[src/rtl/shared_bus_tdm_mux.sv]
// ---------------------------------------------------------------------------
// shared_bus_tdm_mux
//
// Time-division multiplexer that lets NCPU CPU cores share one peripheral bus
// (video RAM, palette, PSG). The bus is handed out in fixed round-robin slots
// of SLOT_LEN SHCLK cycles. A frame is always NCPU*SLOT_LEN cycles long,
// whether or not any CPU is enabled.
//
// Each CPU gets one clock pulse per frame on CPCL[i]. The pulse is high for the
// first half of its own slot. Read data returned to a CPU is live during its
// own slot. Outside that slot the CPU sees the value captured on the last cycle
// of its slot.
//
// Optional feature macro: SHARED_BUS_WRGUARD_EN
//   When defined, the shared write strobe is suppressed on the first and last
//   cycle of every slot. On those cycles the address is changing hands.
//
// Ports
//   SHCLK          system clock, all logic on its rising edge
//   RESET          synchronous active-high reset
//   CPEN  [NCPU]   per-CPU enable (clock held low and strobes masked when 0)
//   CPADR/CPODT    shared bus address / write data (owner's values)
//   CPIDT          shared bus read data from the slaves
//   CPRED/CPWRT    shared bus read / write strobes
//   SLOT  [3]      index of the CPU owning the bus this cycle
//   CPCL  [NCPU]   per-CPU clocks
//   CPAD/CPOD      packed per-CPU addresses / write data, CPU i at slice i
//   CPID           packed per-CPU read data
//   CPRD/CPWR      per-CPU read / write strobes
// ---------------------------------------------------------------------------
module shared_bus_tdm_mux #(
    parameter int NCPU     = 2,
    parameter int SLOT_LEN = 4,
    parameter int AW       = 16,
    parameter int DW       = 8
) (
    input  logic               SHCLK,
    input  logic               RESET,
    input  logic [NCPU-1:0]    CPEN,
    output logic [AW-1:0]      CPADR,
    output logic [DW-1:0]      CPODT,
    input  logic [DW-1:0]      CPIDT,
    output logic               CPRED,
    output logic               CPWRT,
    output logic [2:0]         SLOT,
    output logic [NCPU-1:0]    CPCL,
    input  logic [NCPU*AW-1:0] CPAD,
    input  logic [NCPU*DW-1:0] CPOD,
    output logic [NCPU*DW-1:0] CPID,
    input  logic [NCPU-1:0]    CPRD,
    input  logic [NCPU-1:0]    CPWR
);

    localparam int PW   = $clog2(SLOT_LEN);
    localparam int HALF = SLOT_LEN / 2;

    logic [PW-1:0]   phase_r;
    logic [2:0]      slot_r;
    logic [NCPU-1:0] cpcl_r;
    logic [DW-1:0]   latch_r [NCPU];

    logic [PW-1:0]   phase_next_s;
    logic [2:0]      slot_next_s;
    logic            last_phase_s;
    logic [NCPU-1:0] cpcl_next_s;
    logic            wr_window_s;
    logic            own_rd_s;
    logic            own_wr_s;
    logic            own_en_s;

    // Next phase/slot position and the clock value that position implies.
    always_comb begin
        phase_next_s = phase_r + {{(PW-1){1'b0}}, 1'b1};
        last_phase_s = (phase_r == PW'(SLOT_LEN - 1));
        slot_next_s  = slot_r;
        if (last_phase_s) begin
            if (slot_r == 3'(NCPU - 1)) begin
                slot_next_s = 3'd0;
            end else begin
                slot_next_s = slot_r + 3'd1;
            end
        end else begin
            slot_next_s = slot_r;
        end
        // The clock is registered, so it is derived from the position being
        // entered. A CPEN drop therefore pulls a high pulse low one cycle later.
        cpcl_next_s = '0;
        for (int i = 0; i < NCPU; i++) begin
            cpcl_next_s[i] = CPEN[i] & (slot_next_s == 3'(i)) & (phase_next_s < PW'(HALF));
        end
    end

    // Phase/slot counters, CPU clocks and per-CPU read-data latches.
    always_ff @(posedge SHCLK) begin
        if (RESET) begin
            phase_r <= '0;
            slot_r  <= 3'd0;
            cpcl_r  <= '0;
            for (int i = 0; i < NCPU; i++) begin
                latch_r[i] <= {DW{1'b1}};
            end
        end else begin
            phase_r <= phase_next_s;
            slot_r  <= slot_next_s;
            cpcl_r  <= cpcl_next_s;
            // Capture the owner's read data at the end of its slot. A disabled
            // CPU keeps whatever it last held.
            for (int i = 0; i < NCPU; i++) begin
                if (last_phase_s && (slot_r == 3'(i)) && CPEN[i]) begin
                    latch_r[i] <= CPIDT;
                end else begin
                    latch_r[i] <= latch_r[i];
                end
            end
        end
    end

    // Write-strobe window inside a slot.
    always_comb begin
`ifdef SHARED_BUS_WRGUARD_EN
        wr_window_s = (phase_r != {PW{1'b0}}) && !last_phase_s;
`else
        wr_window_s = 1'b1;
`endif
    end

    // Bus mux: the owning CPU's signals go to the bus; read data fans back out.
    always_comb begin
        CPADR    = '0;
        CPODT    = '0;
        own_rd_s = 1'b0;
        own_wr_s = 1'b0;
        own_en_s = 1'b0;
        CPID     = '0;
        for (int i = 0; i < NCPU; i++) begin
            if (slot_r == 3'(i)) begin
                CPADR    = CPAD[i*AW +: AW];
                CPODT    = CPOD[i*DW +: DW];
                own_rd_s = CPRD[i];
                own_wr_s = CPWR[i];
                own_en_s = CPEN[i];
                CPID[i*DW +: DW] = CPIDT;
            end else begin
                CPID[i*DW +: DW] = latch_r[i];
            end
        end
        CPRED = own_rd_s & own_en_s;
        CPWRT = own_wr_s & own_en_s & wr_window_s;
    end

    assign SLOT = slot_r;
    assign CPCL = cpcl_r;

endmodule

[config.mk]
export PLATFORM = sky130hd
export DESIGN_NAME = shared_bus_tdm_mux
export DESIGN_NICKNAME = d
export VERILOG_FILES = /design/src/rtl/shared_bus_tdm_mux.sv
export SDC_FILE = /design/constraint.sdc
export NUM_CORES = 1
export LEC_CHECK = 0
export CORE_UTILIZATION = 35
export DETAILED_ROUTE_END_ITERATION = 10
export PLACE_DENSITY_LB_ADDON = 0.08
export SYNTH_ARGS = -nofsm -noshare
export SYNTH_HDL_FRONTEND = slang
export SYNTH_SLANG_ARGS = --single-unit
export TNS_END_PERCENT = 20
[constraint.sdc]
create_clock -name SHCLK -period 2.45 [get_ports SHCLK]
set_input_delay 0.245 -clock SHCLK [delete_from_list [all_inputs] [get_ports SHCLK]]
set_output_delay 0.245 -clock SHCLK [all_outputs]
set_load 0.1 [all_outputs]
# Yosys cells after proc, flatten, opt, wreduce, memory -nomap -nowiden

Memory sizes are Yosys's and may differ from the RTL's.
Cells that the tools add are included.

Register bits after elaboration: 7
RAM bits: 16
Bits of input ports: 64
Output and inout bits: 47
Word-level logic and storage cells: 58
Memories kept: 1

Memories:

| memory  | depth | width | rd ports | clocked after memory_dff | write ports | RTL line | source |
|---|---|---|---|---|---|---|---|
| latch_r | 2     | 8     | 2        | 0                        | 2           | 60       | `logic [DW-1:0] latch_r [NCPU];` |

Add/sub/neg operators: 2
Magnitude comparators: 1
Equal/unequal tests: 3
Multiplexer cells: 32
Bitwise logic cells: 10
Reduce and logical (&&, ||, !) cells: 6

Operators with widths:

| cell                | count |
|---|---|
| $mux 8              | 8 |
| $mux 16             | 2 |
| $mux 1              | 20 |
| $and 1x1->1         | 6 |
| $eq 3x1->1 const B  | 2 |
| $logic_not 3->1     | 2 |
| $mux 3              | 2 |
| $logic_and 1x1->1   | 4 |
| $or 1x1->1          | 4 |
| $add 3x1->3 const B | 1 |
| $add 2x1->2 const B | 1 |
| $eq 2x2->1 const B  | 1 |
| $lt 2x2->1 const B  | 1 |

# Longest topological paths before layout

Depth in word-level cells: 8
Gate-level depth with buffers: 4

# Least setup slack after synthesis

OpenSTA, ideal clock, no wires.

Path kind: flip-flop to output port
From: register slot_r[0], in the netlist SLOT[0]
To: output CPRED
Data arrival time: 2589 ps
Data required time: 2205 ps
Path slack: -384 ps
Cell stages (with the launch flop): 5
Path buffers: 2
Path through: dfxtp_1 buf_4 nor3b_4 buf_6 a32o_1

Word-level cells in the longest chain between the ends: 4
Elaborated cells on any way between the ends: 7

Ends and longest elaborated chain:

| item                     | RTL line | source |
|---|---|---|
| start: declaration       | 58       | `logic [2:0] slot_r;` |
| start signal: assignment | 104      | `slot_r <= slot_next_s;` |
| $logic_not 3->1          | 136      | `if (slot_r == 3'(i)) begin` |
| $mux 1 (2 in series)     | 136      |  |
| $and 1x1->1 *            | 147      | `CPRED = own_rd_s & own_en_s;` |
| end: declaration         | 43       | `output logic CPRED,` |

Every way passes the cells marked *; elsewhere a longest branch is shown, timed or not.

# Worst setup path in the final report

From: register slot_r[0], in the netlist SLOT[0]
To: output CPID[14]

Word-level cells in the longest chain between the ends: 2

Ends and longest elaborated chain:

| item             | RTL line | source |
|---|---|---|
| $eq 3x1->1       | 136      |  |
| $mux 8           | 136      |  |
| end: declaration | 49       | `output logic [NCPU*DW-1:0] CPID,` |

No other way between the ends.

==> results.toml <==
[sta]
setup_viol = 0
fin_skew_ns = 0.00455
hold_violations = 0
finalCritPeriodShare = 0.870
rsz0062_at_grt = "no"
max-slew-margin-rel = 0.587
setup-tns-final_ns = 0
layout_setup_ws_ns = 0.319
fin_hold_ws_ns = 0.425
fmax_mhz = 469
tightest_slew_ns = 0.610
min_period_ns = 2.13
slew_violations = 0

[synthesis]
synthSimpleGateAreaFrac = 0.116
ys_seq_area_frac = 0.462
synth_cell_types = 28
synth_compound_area_frac = 0.206
synth_top_family_by_area = "compound AO/OA/AOI/OAI gates"
yosys-top-cells-count = "24 x a22o_1, 16 x edfxtp_1, 14 x mux2_2"
yosys.area_share.xor_xnor = 0.0130
synth_top_area_frac = 0.358
avgSynthCellArea_um2 = 12.4
synth_area_leaders = "edfxtp_1 36%, a22o_1 16%, mux2_2 12%"
synth_edf_count = 16
synth.most_common_cell = "a22o_1"
syn_inst = 108
yosysTopAreaCell = "edfxtp_1"
synth-main-ff-cell = "edfxtp_1"
syn_nets = 173
yosysWarnings = 0
async_reset_ff_frac = 0
synth_fa_ha_area_frac = 0.00932
ys_ff_latch = 23
synthMuxAreaShare = 0.143
netlist_area_um2 = 1340

[clock_network]
clkLatencyLatePin_ns = 0.27
htree_levels = 1
cts_made_buffers = 3
ctsHoldBuffers = 0
tritoncts = "yes"
clockBufferDepth = 2
cts_resized = 0
cts.sinks = 23
clk_pin_slew_ns = 0.08
post_cts_buffers = 0
cts_root_buf = "clkbuf_8"

[power_and_ir_drop]
power_density_nw_per_um2 = 586
leakagePower_nw = 1.18
finalPower_mw = 1.74
ir_worst_vdd_mv = 0.379

[final_layout]
flow.area_growth_from_synthesis_pct = 121
nets = 280
diodes = 0
drive_gt1_frac = 0.523

[critical_path]
end_kind = "primary output"
start_kind = "flip-flop"
required_ns = 2.20
crit_type = "reg2out"
crit_arrival_ns = 1.89
crit_fanout = 28

[detailed_routing]
detail_route.drc_violations = 0
drt_first_pass_iters = 4
num_vias = 1371
ant_nets = 0
viasPerCell = 5.23
wl_per_cell_um = 17.9
drtIter0Drc = 98
routed_wl_um = 4700

[grt]
grt_pass1_wl_um = 7310
grt_max_degree = 29
overflow = 0
antenna_found_initial = 0
grt_pass1_vias = 1399
grt_usage = 0.235

[floorplan]
io_pins = 111
die_w_um = 63.9
dieArea_um2 = 4090
row_count = 22
die_y_um = 63.9
core_area_um2 = 3660
start_util = 0.367

[placed_design]
hpwl_um = 3750
pre_cts_ws_ns = 0.479
finalWeightedCongestion = 0.738
portBuffers = 110

[status]
outcome = "finished clean"

[run]
cap_violations = 0

[worst_hold_path]
min_path_type = "reg2reg"
power breakdown:
group	total (mW)	leakage, nW	switching (mW)	internal, mW
logic	1.05	0.947	0.640	0.415
registers	0.447	0.203	0.00919	0.438
clock network	0.236	0.0255	0.123	0.114
total	1.74	1.18	0.771	0.966
cell usage in the layout (no fill, tap or decap), types with 3 or more instances in the layout:
cell type / instances
a22o_2: 24
buf_12: 43
buf_4: 7
clkbuf_8: 3
clkdlybuf4s50_1: 63
dfxtp_1: 4
dfxtp_2: 3
edfxtp_1: 16
mux2_1: 3
mux2_2: 14
nor2_1: 3
or2_2: 9
sequential cells by signal (all words and copies together) (netlist names):
name / flops
latch_r: 16
SLOT: 3
CPCL: 2
phase_r: 2
cell type report:
class                           count  area [um^2]
Clock buffer                        3         41.3
Clock inverter                      1         5.00
Fill cell                         217          694
Multi-Input combinational cell     74          692
Sequential cell                    23          624
Tap cell                           48         60.1
Timing Repair Buffer              113         1540
per-layer routing:
layer,part of all wire,wire [um],GRT usage
met2,0.49,2310,0.408
met5,0,0,0
met4,0.020,94,0.0881
met3,0.089,417,0.0429
met1,0.40,1870,0.286
metrics by stage:
stage,utilization,area [um^2],instances
floorplan,-,1380,108
global placement,0.798,2920,258
detailed placement,0.798,2920,258
CTS,0.810,2970,262
global route,0.810,2970,262
finish,0.810,2970,262
worst max-delay path: stages (launching register included):
cell,delay (ns)
dfxtp_2,0.46
nor3b_4,0.24
buf_4,0.32
mux2_1,0.40
buf_12,0.18
final timing paths:
check             start             to  slack (ns)  depth (start not counted)
max reg2reg     SLOT[2]  latch_r[0][7]        0.71                          2
min reg2reg  phase_r[0]     phase_r[0]        0.42                          1
min          phase_r[0]     phase_r[0]        0.42                          1
max             SLOT[0]       CPID[14]        0.32                          4
kinds of logic after synthesis:
kind of cell,count (synthesis)
AO/OA/AOI/OAI,32
flip-flops,23
AND/OR/NAND/NOR,22
multiplexers,17
buffers and inverters,11
XOR/XNOR,2
adder cells (fa/ha/maj),1
Power figures use the tool's default switching activity.
